==> config.mk <==
export PLATFORM = sky130hd
export DESIGN_NAME = vector_packer_flat
export DESIGN_NICKNAME = d
export VERILOG_FILES = /design/src/rtl/vector_packer_pkg.sv /design/src/rtl/vector_packer_if.sv /design/src/rtl/vector_packer.sv /design/src/flat_wrapper.sv
export SDC_FILE = /design/constraint.sdc
export NUM_CORES = 1
export LEC_CHECK = 0
export ABC_AREA = 1
export CAP_MARGIN = 20
export CORE_MARGIN = 2
export CORE_UTILIZATION = 42
export DETAILED_ROUTE_END_ITERATION = 8
export MAX_ROUTING_LAYER = met4
export PLACE_DENSITY = 0.82
export SYNTH_ARGS = -nofsm -noshare
export SYNTH_HDL_FRONTEND = slang
export SYNTH_SLANG_ARGS = --single-unit
==> constraint.sdc <==
create_clock -name clk -period 1.4 [get_ports clk]
set_input_delay 0.28 -clock clk [delete_from_list [all_inputs] [get_ports clk]]
set_output_delay 0.28 -clock clk [all_outputs]
set_load 0.05 [all_outputs]
==> src/rtl/vector_packer_pkg.sv <==
// rtl/vector_packer_pkg.sv - shared FSM encodings and slot index width helpers
package vector_packer_pkg;

    typedef enum logic [1:0] {
        ST_IDLE = 2'd0,
        ST_FILL = 2'd1,
        ST_FULL = 2'd2
    } state_t;

    // Ceiling log2; the selection mux derives its select width with the same function.
    function automatic int clogb2(input int value);
        int r;
        int v;
        r = 0;
        v = value - 1;
        while (v > 0) begin
            r = r + 1;
            v = v >> 1;
        end
        return r;
    endfunction

    // Slot index width; a single-slot vector still needs a one-bit index.
    function automatic int iw_of(input int n);
        return (n > 1) ? clogb2(n) : 1;
    endfunction

endpackage

==> src/rtl/vector_packer_if.sv <==
// rtl/vector_packer_if.sv - element input stream and packed vector output bundle
interface vector_packer_if
    import vector_packer_pkg::*;
#(
    parameter int N  = 2,
    parameter int DW = 8
);
    localparam int DW_VEC = N * DW;
    localparam int IW     = iw_of(N);

    logic              start;
    logic              in_valid;
    logic              in_ready;
    logic [DW-1:0]     in_data;
    logic [IW-1:0]     wr_idx;
    logic              out_valid;
    logic              out_ready;
    logic [DW_VEC-1:0] out_vec;

    // Producer of elements and consumer of the packed vector.
    modport master (
        output start, in_valid, in_data, out_ready,
        input  in_ready, wr_idx, out_valid, out_vec
    );

    // The packer itself.
    modport slave (
        input  start, in_valid, in_data, out_ready,
        output in_ready, wr_idx, out_valid, out_vec
    );

endinterface

==> src/rtl/vector_packer.sv <==
// rtl/vector_packer.sv - packs N serial elements into one held DW_VEC-bit vector
module vector_packer
    import vector_packer_pkg::*;
#(
    parameter int N  = 2,
    parameter int DW = 8
) (
    input  logic          clk,
    input  logic          rst_n,
    vector_packer_if.slave bus
);
    localparam int DW_VEC = N * DW;
    localparam int IW     = iw_of(N);
    localparam logic [IW-1:0] LAST_IDX = IW'(N - 1);

    state_t            state_q;
    state_t            state_d;
    logic [DW_VEC-1:0] vec_q;
    logic [IW-1:0]     idx_q;
    logic              out_valid_q;
    logic              in_ready_c;
    logic              clear_c;
    logic              beat_c;

    // A start that the FSM honours: always in IDLE/FILL, in FULL only when the vector is taken.
    assign clear_c = bus.start &&
                     ((state_q == ST_IDLE) || (state_q == ST_FILL) ||
                      ((state_q == ST_FULL) && bus.out_ready));
    assign beat_c  = bus.in_valid && in_ready_c;

    // State register.
    always_ff @(posedge clk or negedge rst_n) begin
        if (!rst_n) begin
            state_q <= ST_IDLE;
        end else begin
            state_q <= state_d;
        end
    end

    // Next-state decode; the vector is never released without out_ready.
    always_comb begin
        state_d = state_q;
        case (state_q)
            ST_IDLE: begin
                if (bus.start) state_d = ST_FILL;
            end
            ST_FILL: begin
                if (bus.start)                         state_d = ST_FILL;
                else if (bus.in_valid && idx_q == LAST_IDX) state_d = ST_FULL;
            end
            ST_FULL: begin
                if (bus.out_ready) state_d = bus.start ? ST_FILL : ST_IDLE;
            end
            default: state_d = ST_IDLE;
        endcase
    end

    // Output decode; a restarting cycle refuses the beat so it cannot land in a cleared vector.
    always_comb begin
        in_ready_c = (state_q == ST_FILL) && !bus.start;
    end

    // Vector storage and slot index; unwritten slots keep the zero left by the clear.
    always_ff @(posedge clk or negedge rst_n) begin
        if (!rst_n) begin
            vec_q <= '0;
            idx_q <= '0;
        end else if (clear_c) begin
            vec_q <= '0;
            idx_q <= '0;
        end else if (beat_c) begin
            vec_q[int'(idx_q)*DW +: DW] <= bus.in_data;
            idx_q <= (idx_q == LAST_IDX) ? '0 : idx_q + 1'b1;
        end
    end

    // Registered completion flag, high exactly while the FSM holds a full vector.
    always_ff @(posedge clk or negedge rst_n) begin
        if (!rst_n) begin
            out_valid_q <= 1'b0;
        end else begin
            out_valid_q <= (state_d == ST_FULL);
        end
    end

    assign bus.in_ready  = in_ready_c;
    assign bus.wr_idx    = idx_q;
    assign bus.out_valid = out_valid_q;
    assign bus.out_vec   = vec_q;

endmodule

==> src/flat_wrapper.sv <==
// flat-port wrapper written by rule: the top's interface ports become plain ports
module vector_packer_flat import vector_packer_pkg::*;
#(
    parameter int N  = 2,
    parameter int DW = 8
)
  (clk, rst_n, bus_start, bus_in_valid, bus_in_data, bus_out_ready, bus_in_ready, bus_wr_idx, bus_out_valid, bus_out_vec);
  vector_packer_if #(.N(N), .DW(DW)) bus_i ();
  input  logic clk;
  input  logic rst_n;
  input wire logic [$bits(bus_i.start)-1:0] bus_start;
  input wire logic [$bits(bus_i.in_valid)-1:0] bus_in_valid;
  input wire logic [$bits(bus_i.in_data)-1:0] bus_in_data;
  input wire logic [$bits(bus_i.out_ready)-1:0] bus_out_ready;
  output wire logic [$bits(bus_i.in_ready)-1:0] bus_in_ready;
  output wire logic [$bits(bus_i.wr_idx)-1:0] bus_wr_idx;
  output wire logic [$bits(bus_i.out_valid)-1:0] bus_out_valid;
  output wire logic [$bits(bus_i.out_vec)-1:0] bus_out_vec;
  assign bus_i.start = bus_start;
  assign bus_i.in_valid = bus_in_valid;
  assign bus_i.in_data = bus_in_data;
  assign bus_i.out_ready = bus_out_ready;
  assign bus_in_ready = bus_i.in_ready;
  assign bus_wr_idx = bus_i.wr_idx;
  assign bus_out_valid = bus_i.out_valid;
  assign bus_out_vec = bus_i.out_vec;
  vector_packer #(.N(N), .DW(DW)) u_core (.clk(clk), .rst_n(rst_n), .bus(bus_i));
endmodule
==> impl_metrics.yaml, run 1 <==
sta:
  maxSlewHeadroom_pct: 80.8
  timing.final.crit_share_pct: 100
  fin_skew_ps: 12.8
  fin_ws_ps: -2.43
  worst_slew_pin_slew_ps: 288
  tns_ps: -2.43
  whs_ps: 296
  slew_viol_final: 0
  setup_viol: 1
  final_hold_viol_count: 0
  period_minus_slack_ps: 1400
  rsz0062_at_grt: "yes"
  fmax_mhz: 713
floorplan:
  start_util_pct: 44.5
  chipHeight_um: 49.6
  die_area_mm2: 0.00246
  std_cell_rows: 16
  io_pins: 32
  die_w_um: 49.6
  core_area_mm2: 0.00196
synth:
  yosys.area.top_type_share_pct: 57.4
  yosysWarnings: 0
  synth_cell_types: 14
  synth_top_area_cell: "dfrtp_1"
  postSynthAreaPerCell_um2: 9.48
  netlist_instances: 92
  netlist_area_um2: 872
  ys_seq_elements: 20
  synthTopCellsByArea: "dfrtp_1, nand2_1, nand3_1"
  ys_seq_area_share_pct: 57.4
  syn-num-nets: 105
hold_path:
  hp-class: "in -> async"
outcome:
  status: "complete, but fails checks"
  violations: "negative setup slack"
placed_design:
  hpwl_um: 1620
  finalWeightedCongestion: 0.824
  port_buffers: 31
  placed_cell_area_mm2: 0.00145
  pre_cts_slack_ps: -253
  dpl.cell_count: 153
power:
  cellLeakagePower_nw: 0.762
  ir_worst_vdd_mv: 0.918
  p_per_area_mw_per_mm2: 1470
  finalPower_mw: 2.21
routing:
  vias_per_cell: 5.11
  drt.antenna.violating_nets: 0
  wire_per_inst_um: 13.8
  drt-total-wl_um: 2200
  first_pass_iters: 4
  vias: 813
  drt_iter0_markers: 14
  route.detailed.drc: 0
clocking:
  clk_pin_slew_ps: 120
  cts_tree: "yes"
  root_buffer: "clkbuf_4"
  cts_inserted_buffers: 3
  hold_buffers: 0
  numClockSinks: 20
  htreeDepth: 1
  clock_latency_ps: 300
  clk_path_buf_depth: 2
worst_setup_path:
  startpoint_type: "register"
  worstPathRequired_ps: 1120
  cp_slowest_cell: "dfrtp_1"
  worstSetupEndpointType: "output port"
  crit_arrival_ps: 1120
  worstPathCellList: "inv_2 -> nor3_4 -> buf_12"
  worstPathMaxFanout: 2
  crit_buf_inv: 2
  critical_path_class: "reg -> out"
  cp_top_family: "flip-flops"
  max_stage_delay_ps: 390
final_layout:
  syn2layout_area_growth_pct: 72.3
  stdcell_count: 159
  n_fill_cell: 125
  nNetsFinal: 146
  fin_area_mm2: 0.00150
  diodes: 0
  drive_above_1_share_pct: 31.1
  fin_util_pct: 76.6
global_routing:
  grt_max_degree: 21
  grt_pass1_vias: 811
  antenna_found_initial: 0
  grt_first_pass_wirelength_um: 3660
  grt_usage_pct: 20.5
  grt_remaining_overflow: 0
flow_run:
  max-cap-violations: 0
## cell families (layout without fill, tap and decap cells)
| logic type | Yosys count | count (layout) | share of synthesized area, % |
|---|---|---|---|
| simple gates | 65 | 65 | 38.9 |
| compound gates | 2 | 2 | 1.15 |
| flops | 20 | 20 | 57.4 |
| buf+inv | 5 | 45 | 2.58 |
## placed cells by master, fill, tap and decap left out, types with 3 or more instances in the layout
| cell type | instances |
|---|---|
| clkdlybuf4s50_1 | 11 |
| nand3_1 | 18 |
| clkbuf_4 | 3 |
| nand2_1 | 37 |
| buf_4 | 5 |
| dfrtp_1 | 20 |
| nand3_2 | 3 |
| buf_12 | 20 |
## layer usage
layer	GRT usage, %	vias up	wire [um]
li1	-	381	-
met1	22.8	393	834
met2	36.7	33	1200
met3	3.33	6	112
met4	7.87	0	46
met5	-	-	0
## state kept, by name, indices dropped and copies added, names as in the netlist
signal                cells
u_core.bus.out_valid      1
u_core.bus.out_vec       16
u_core.bus.wr_idx         1
u_core.state_q            2
## timing repair
action,4_1_cts,5_1_grt
pin swaps,1,0
resized for setup,2,0
cloned,0,0
endpoints found under the setup margin,1,1
buffers inserted,2,0
## final cells by class
cell class,count,area (um^2),share of cell area [%]
Inverter,4,15.0,0.999
Timing Repair Buffer,37,557,37.1
Multi-Input combinational cell,67,360,24.0
Sequential cell,20,500,33.3
Tap cell,27,33.8,2.25
Clock buffer,4,36.3,2.41
## report_power, final
part / total (mW) / internal (mW) / switching (mW)
Sequential: 0.788 / 0.669 / 0.119
Clock: 0.334 / 0.159 / 0.176
Combinational: 1.08 / 0.492 / 0.591
## cell usage after synthesis
master,number
nor2_4,1
nand3_2,3
nor3_1,1
buf_4,1
nor2_2,1
nand2_4,1
nand2_2,1
nand3_1,18
nand2_1,37
inv_1,2
o21ai_0,2
dfrtp_1,20
inv_2,2
nor2_8,2
## path summary, 6_finish.rpt
check                                      start                endpoint  slack [ps]  cells after the start
setup / recovery               u_core.state_q[0]            bus_in_ready          -2                      3
hold / removal                             rst_n  u_core.bus.out_vec[10]         300                      2
setup reg to reg               u_core.state_q[0]  u_core.bus.out_vec[15]         110                      6
hold reg to reg            u_core.bus.out_vec[1]   u_core.bus.out_vec[1]         580                      2
max in group asynchronous                  rst_n       u_core.state_q[1]         880                      2
min in group clk                       bus_start       u_core.state_q[0]         490                      3
Note: power is estimated with default switching activity, not from simulation.
==> run 2: changes to the inputs <==
Settings changed: CORE_MARGIN 2 to not set, CTS_CLUSTER_SIZE set to 8.
==> run 2 against run 1 <==
Compared with the run above: the run still ends with negative setup slack left; combinational power about the same; flip-flop and latch count did not move; hold slack better by 4.0 ps; global-route usage grew 1.8 points; clock power up 40%; core utilization grew 0.89 points; final cell count unchanged; count of clock-buffer cells in the layout shrank 1; final area up 1.2%; first-iteration DRC count grew 21%; critical endpoint unchanged.
==> impl_metrics.yaml, run 2 (same netlist as run 1, synthesis figures left out) <==
sta:
  period_minus_slack_ps: 1400
  fin_ws_ps: -4.81
  setup_viol: 1
  slew_viol_final: 0
  maxSlewHeadroom_pct: 80.2
  fin_skew_ps: 9.66
  worst_slew_pin_slew_ps: 296
  timing.final.crit_share_pct: 100
  fmax_mhz: 712
  rsz0062_at_grt: "yes"
  final_hold_viol_count: 0
clocking:
  numClockSinks: 20
  cts_inserted_buffers: 3
  cts_tree: "yes"
  hold_buffers: 0
  clk_pin_slew_ps: 110
  root_buffer: "clkbuf_4"
  clk_path_buf_depth: 2
  clock_latency_ps: 310
  htreeDepth: 1
floorplan:
  die_area_mm2: 0.00226
  core_area_mm2: 0.00196
  chipHeight_um: 47.6
  start_util_pct: 44.5
  std_cell_rows: 16
  die_w_um: 47.6
  io_pins: 32
outcome:
  violations: "negative setup slack"
  status: "complete, but fails checks"
worst_setup_path:
  critical_path_class: "reg -> out"
  crit_arrival_ps: 1120
  cp_top_family: "flip-flops"
  worstPathRequired_ps: 1120
  startpoint: "u_core.state_q[1]"
  worstPathMaxFanout: 2
  startpoint_type: "register"
  worstSetupEndpointType: "output port"
  worstPathCellList: "nor3_4 -> buf_12"
  crit_buf_inv: 1
  cp_slowest_cell: "dfrtp_2"
  max_stage_delay_ps: 440
  r2r-start: "u_core.state_q[1]"
final_layout:
  syn2layout_area_growth_pct: 74.3
  drive_above_1_share_pct: 31.8
  layout_common_cells: "nand2_1, buf_12, dfrtp_1"
  nNetsFinal: 146
  fin_area_mm2: 0.00152
  stdcell_count: 159
  n_fill_cell: 139
  diodes: 0
  layout_commonest_cell: "nand2_1"
  largest_reg_flops: 16
global_routing:
  grt_usage_pct: 22.4
  grt_max_degree: 21
  grt_first_pass_wirelength_um: 3290
  grtUsageMet1_pct: 22.1
  use_met3_pct: 3.02
  met2_usage_pct: 41.4
  grt_remaining_overflow: 0
  grt.busiest_layer: "met2"
  grt_pass1_vias: 810
  antenna_found_initial: 0
routing:
  first_pass_iters: 4
  drt_iter0_markers: 17
  vias: 808
  vias_per_cell: 5.08
  wire_per_inst_um: 13.8
  drt-total-wl_um: 2200
  route.detailed.drc: 0
  drt.antenna.violating_nets: 0
placed_design:
  dpl.cell_count: 153
  finalWeightedCongestion: 0.762
  placed_cell_area_mm2: 0.00145
  port_buffers: 31
  hpwl_um: 1740
power:
  ir_worst_vdd_mv: 1.02
  p_per_area_mw_per_mm2: 1520
  cellLeakagePower_nw: 0.767
flow_run:
  max-cap-violations: 0
hold_path:
  hp-class: "in -> async"
[run 2: changes by cell type in the layout (fill, tap and decap cells not counted), sizes merged]
cell	before	now
clkbuf	4	3
bufinv	0	1
[run 2: metrics by stage]
step	setup WS, ps	setup TNS [ps]	power, mW	hold WS [ps]	utilization, %
after floorplan	2.39	0	1.29	-15.6	-
after global placement	-207	-3470	1.80	511	73.7
after detailed placement	-283	-4660	1.83	532	73.7
after CTS	-10.5	-10.5	2.33	309	77.5
after global routing	-43.5	-43.5	2.41	325	77.5
final	-4.81	-4.81	2.31	300	77.5
[run 2: final timing paths]
path | end | slack, ps | cells past startpoint
worst max-delay path | bus_in_ready | -5 | 2
worst min-delay path | u_core.bus.out_vec[10] | 300 | 2
worst max register to register | u_core.bus.out_vec[13] | 110 | 5
worst min register to register | u_core.bus.out_vec[5] | 580 | 2
max in group asynchronous | u_core.state_q[1] | 870 | 2
min in group clk | u_core.state_q[0] | 500 | 3
[run 2: repair_timing]
| item | CTS | global route |
|---|---|---|
| setup buffers | 2 | 0 |
| gates cloned | 0 | 0 |
| pin swaps | 1 | 0 |
| gates resized for setup | 3 | 0 |
| setup endpoints to repair | 1 | 1 |
[run 2: per-layer routing]
layer | vias to the layer above | share of wire, %
met1 | 396 | 36
met3 | 7 | 3.6
met5 | - | 0
met2 | 28 | 58
li1 | 377 | -
met4 | 0 | 3.1
[run 2: cell type report]
| class | instances | area [um^2] | area share, % |
|---|---|---|---|
| Multi-Input combinational cell | 67 | 360 | 23.7 |
| Tap cell | 27 | 33.8 | 2.22 |
| Clock inverter | 1 | 30.0 | 1.98 |
| Inverter | 4 | 15.0 | 0.988 |
| Timing Repair Buffer | 37 | 557 | 36.6 |
| Sequential cell | 20 | 502 | 33.0 |
| Clock buffer | 3 | 22.5 | 1.48 |
[run 2: power breakdown]
group | internal (mW) | leakage (nW) | switching [mW]
Clock | 0.290 | 0.0279 | 0.177
Combinational | 0.479 | 0.471 | 0.592
Sequential | 0.669 | 0.269 | 0.107
==> run 3: changes to the inputs <==
--- a/constraint.sdc
+++ b/constraint.sdc
@@ -3,2 +3,2 @@
 set_output_delay 0.28 -clock clk [all_outputs]
-set_load 0.05 [all_outputs]
+set_load 0.01 [all_outputs]
==> run 3 against run 2 <==
Compared with the run above: the run now ends clean; sequential power is 7.9% lower; flip-flop and latch count unchanged; count of clock-buffer cells in the layout is the same; critical path depth unchanged; maximum frequency increased by 8.6%; first-iteration DRC count decreased by 65%; setup slack improved by 110 ps; critical path type unchanged; critical endpoint unchanged.
==> impl_metrics.yaml, run 3 (same netlist as run 1, synthesis figures left out) <==
global_routing:
  antenna_found_initial: 0
  grt_remaining_overflow: 0
  grt_usage_pct: 19.2
  grt_first_pass_wirelength_um: 2870
  grt_max_degree: 21
  grt_pass1_vias: 694
power:
  finalPower_mw: 1.79
  cellLeakagePower_nw: 0.758
  p_per_area_mw_per_mm2: 1350
  ir_worst_vdd_mv: 0.919
sta:
  slew_viol_final: 0
  timing.final.crit_share_pct: 92.4
  rsz0062_at_grt: "no"
  setup_viol: 0
  fmax_mhz: 773
  maxSlewHeadroom_pct: 82.8
  worst_slew_pin_slew_ps: 258
  period_minus_slack_ps: 1290
  fin_skew_ps: 8.12
  final_hold_viol_count: 0
routing:
  vias: 782
  route.detailed.drc: 0
  drt-total-wl_um: 1950
  drt_iter0_markers: 6
  wire_per_inst_um: 12.2
  drt.antenna.violating_nets: 0
  vias_per_cell: 4.89
  first_pass_iters: 4
outcome:
  status: "complete, no violations"
final_layout:
  layout_common_cells: "nand2_1, dfrtp_1, nand3_1, dlygate4sd2_1, clkdlybuf4s50_1"
  diodes: 0
  drive_above_1_share_pct: 17.3
  largest_reg_flops: 16
  stdcell_count: 160
  nNetsFinal: 147
  syn2layout_area_growth_pct: 51.2
  layout_commonest_cell: "nand2_1"
  fin_area_mm2: 0.00132
worst_setup_path:
  worstPathRequired_ps: 1120
  worstPathMaxFanout: 2
  critical_path_class: "reg -> out"
  worstSetupEndpointType: "output port"
  startpoint_type: "register"
  crit_arrival_ps: 1010
placed_design:
  placed_cell_area_mm2: 0.00127
  finalWeightedCongestion: 0.802
  hpwl_um: 1450
  dpl.cell_count: 155
  port_buffers: 31
clocking:
  cts_tree: "yes"
  cts_inserted_buffers: 3
  numClockSinks: 20
  hold_buffers: 0
  root_buffer: "clkbuf_4"
  clk_path_buf_depth: 2
  clk_pin_slew_ps: 120
  clock_latency_ps: 300
  htreeDepth: 1
hold_path:
  hp-class: "in -> async"
floorplan:
  die_area_mm2: 0.00226
  chipHeight_um: 47.6
  std_cell_rows: 16
  start_util_pct: 44.5
  io_pins: 32
  core_area_mm2: 0.00196
  die_w_um: 47.6
flow_run:
  max-cap-violations: 0
[run 3: changes by cell type in the layout (fill, tap and decap cells not counted), moves of 2 or more]
cell / delta
nand3_4: +2
buf_12: -19
nand3_2: -2
dlygate4sd2_1: +17
[run 3: where the power goes]
part	switching [mW]	internal (mW)	total, mW
clock	0.183	0.289	0.472
sequential	0.0469	0.668	0.715
combinational	0.340	0.258	0.598
[run 3: stage by stage]
| step | hold WS [ps] | setup TNS, ps | setup slack (ps) | util [%] |
|---|---|---|---|---|
| 3_3_place_gp | 482 | -4640 | -291 | 64.5 |
| 3_5_place_dp | 490 | -5110 | -292 | 64.5 |
| 4_1_cts | 310 | 0 | 40.7 | 66.2 |
| 2_1_floorplan | -15.6 | 0 | 331 | - |
| 5_1_grt | 328 | 0 | 48.5 | 67.2 |
| 6_report | 303 | 0 | 107 | 67.2 |
[run 3: cell type report]
class,count,area [um^2]
Inverter,4,15.0
Timing Repair Buffer,38,348
Multi-Input combinational cell,67,369
Tap cell,27,33.8
Clock inverter,1,30.0
Fill cell,185,643
Clock buffer,3,22.5
Sequential cell,20,500
[run 3: worst paths after layout]
path | to | startpoint | slack (ps) | cells after the start
max | bus_in_ready | u_core.state_q[1] | 110 | 2
min | u_core.bus.out_vec[0] | rst_n | 300 | 2
max reg2reg | u_core.bus.out_vec[1] | u_core.state_q[1] | 160 | 6
min reg2reg | u_core.bus.out_vec[10] | u_core.bus.out_vec[10] | 510 | 2
max in group asynchronous | u_core.bus.out_vec[5] | rst_n | 880 | 2
min in group clk | u_core.bus.out_vec[10] | u_core.bus.out_vec[10] | 510 | 2
[run 3: worst max-delay path, stage by stage (launching register included)]
cell and delay [ps]:
dfrtp_1 400, nor3_1 170, buf_2 150
[run 3: metal layers]
layer	global-route usage (%)	share of wire [%]	routed length (um)
met2	33.7	53	1040
met3	2.64	4.2	81
met4	10.0	2.4	46
met1	21.0	40	781
met5	-	0	0
[run 3: what timing repair did]
item,4_1_cts,5_1_grt
endpoints found under the hold margin,0,0
setup buffers,1,0
setup endpoints to repair,19,15
gates resized for setup,22,3
cloned,0,0
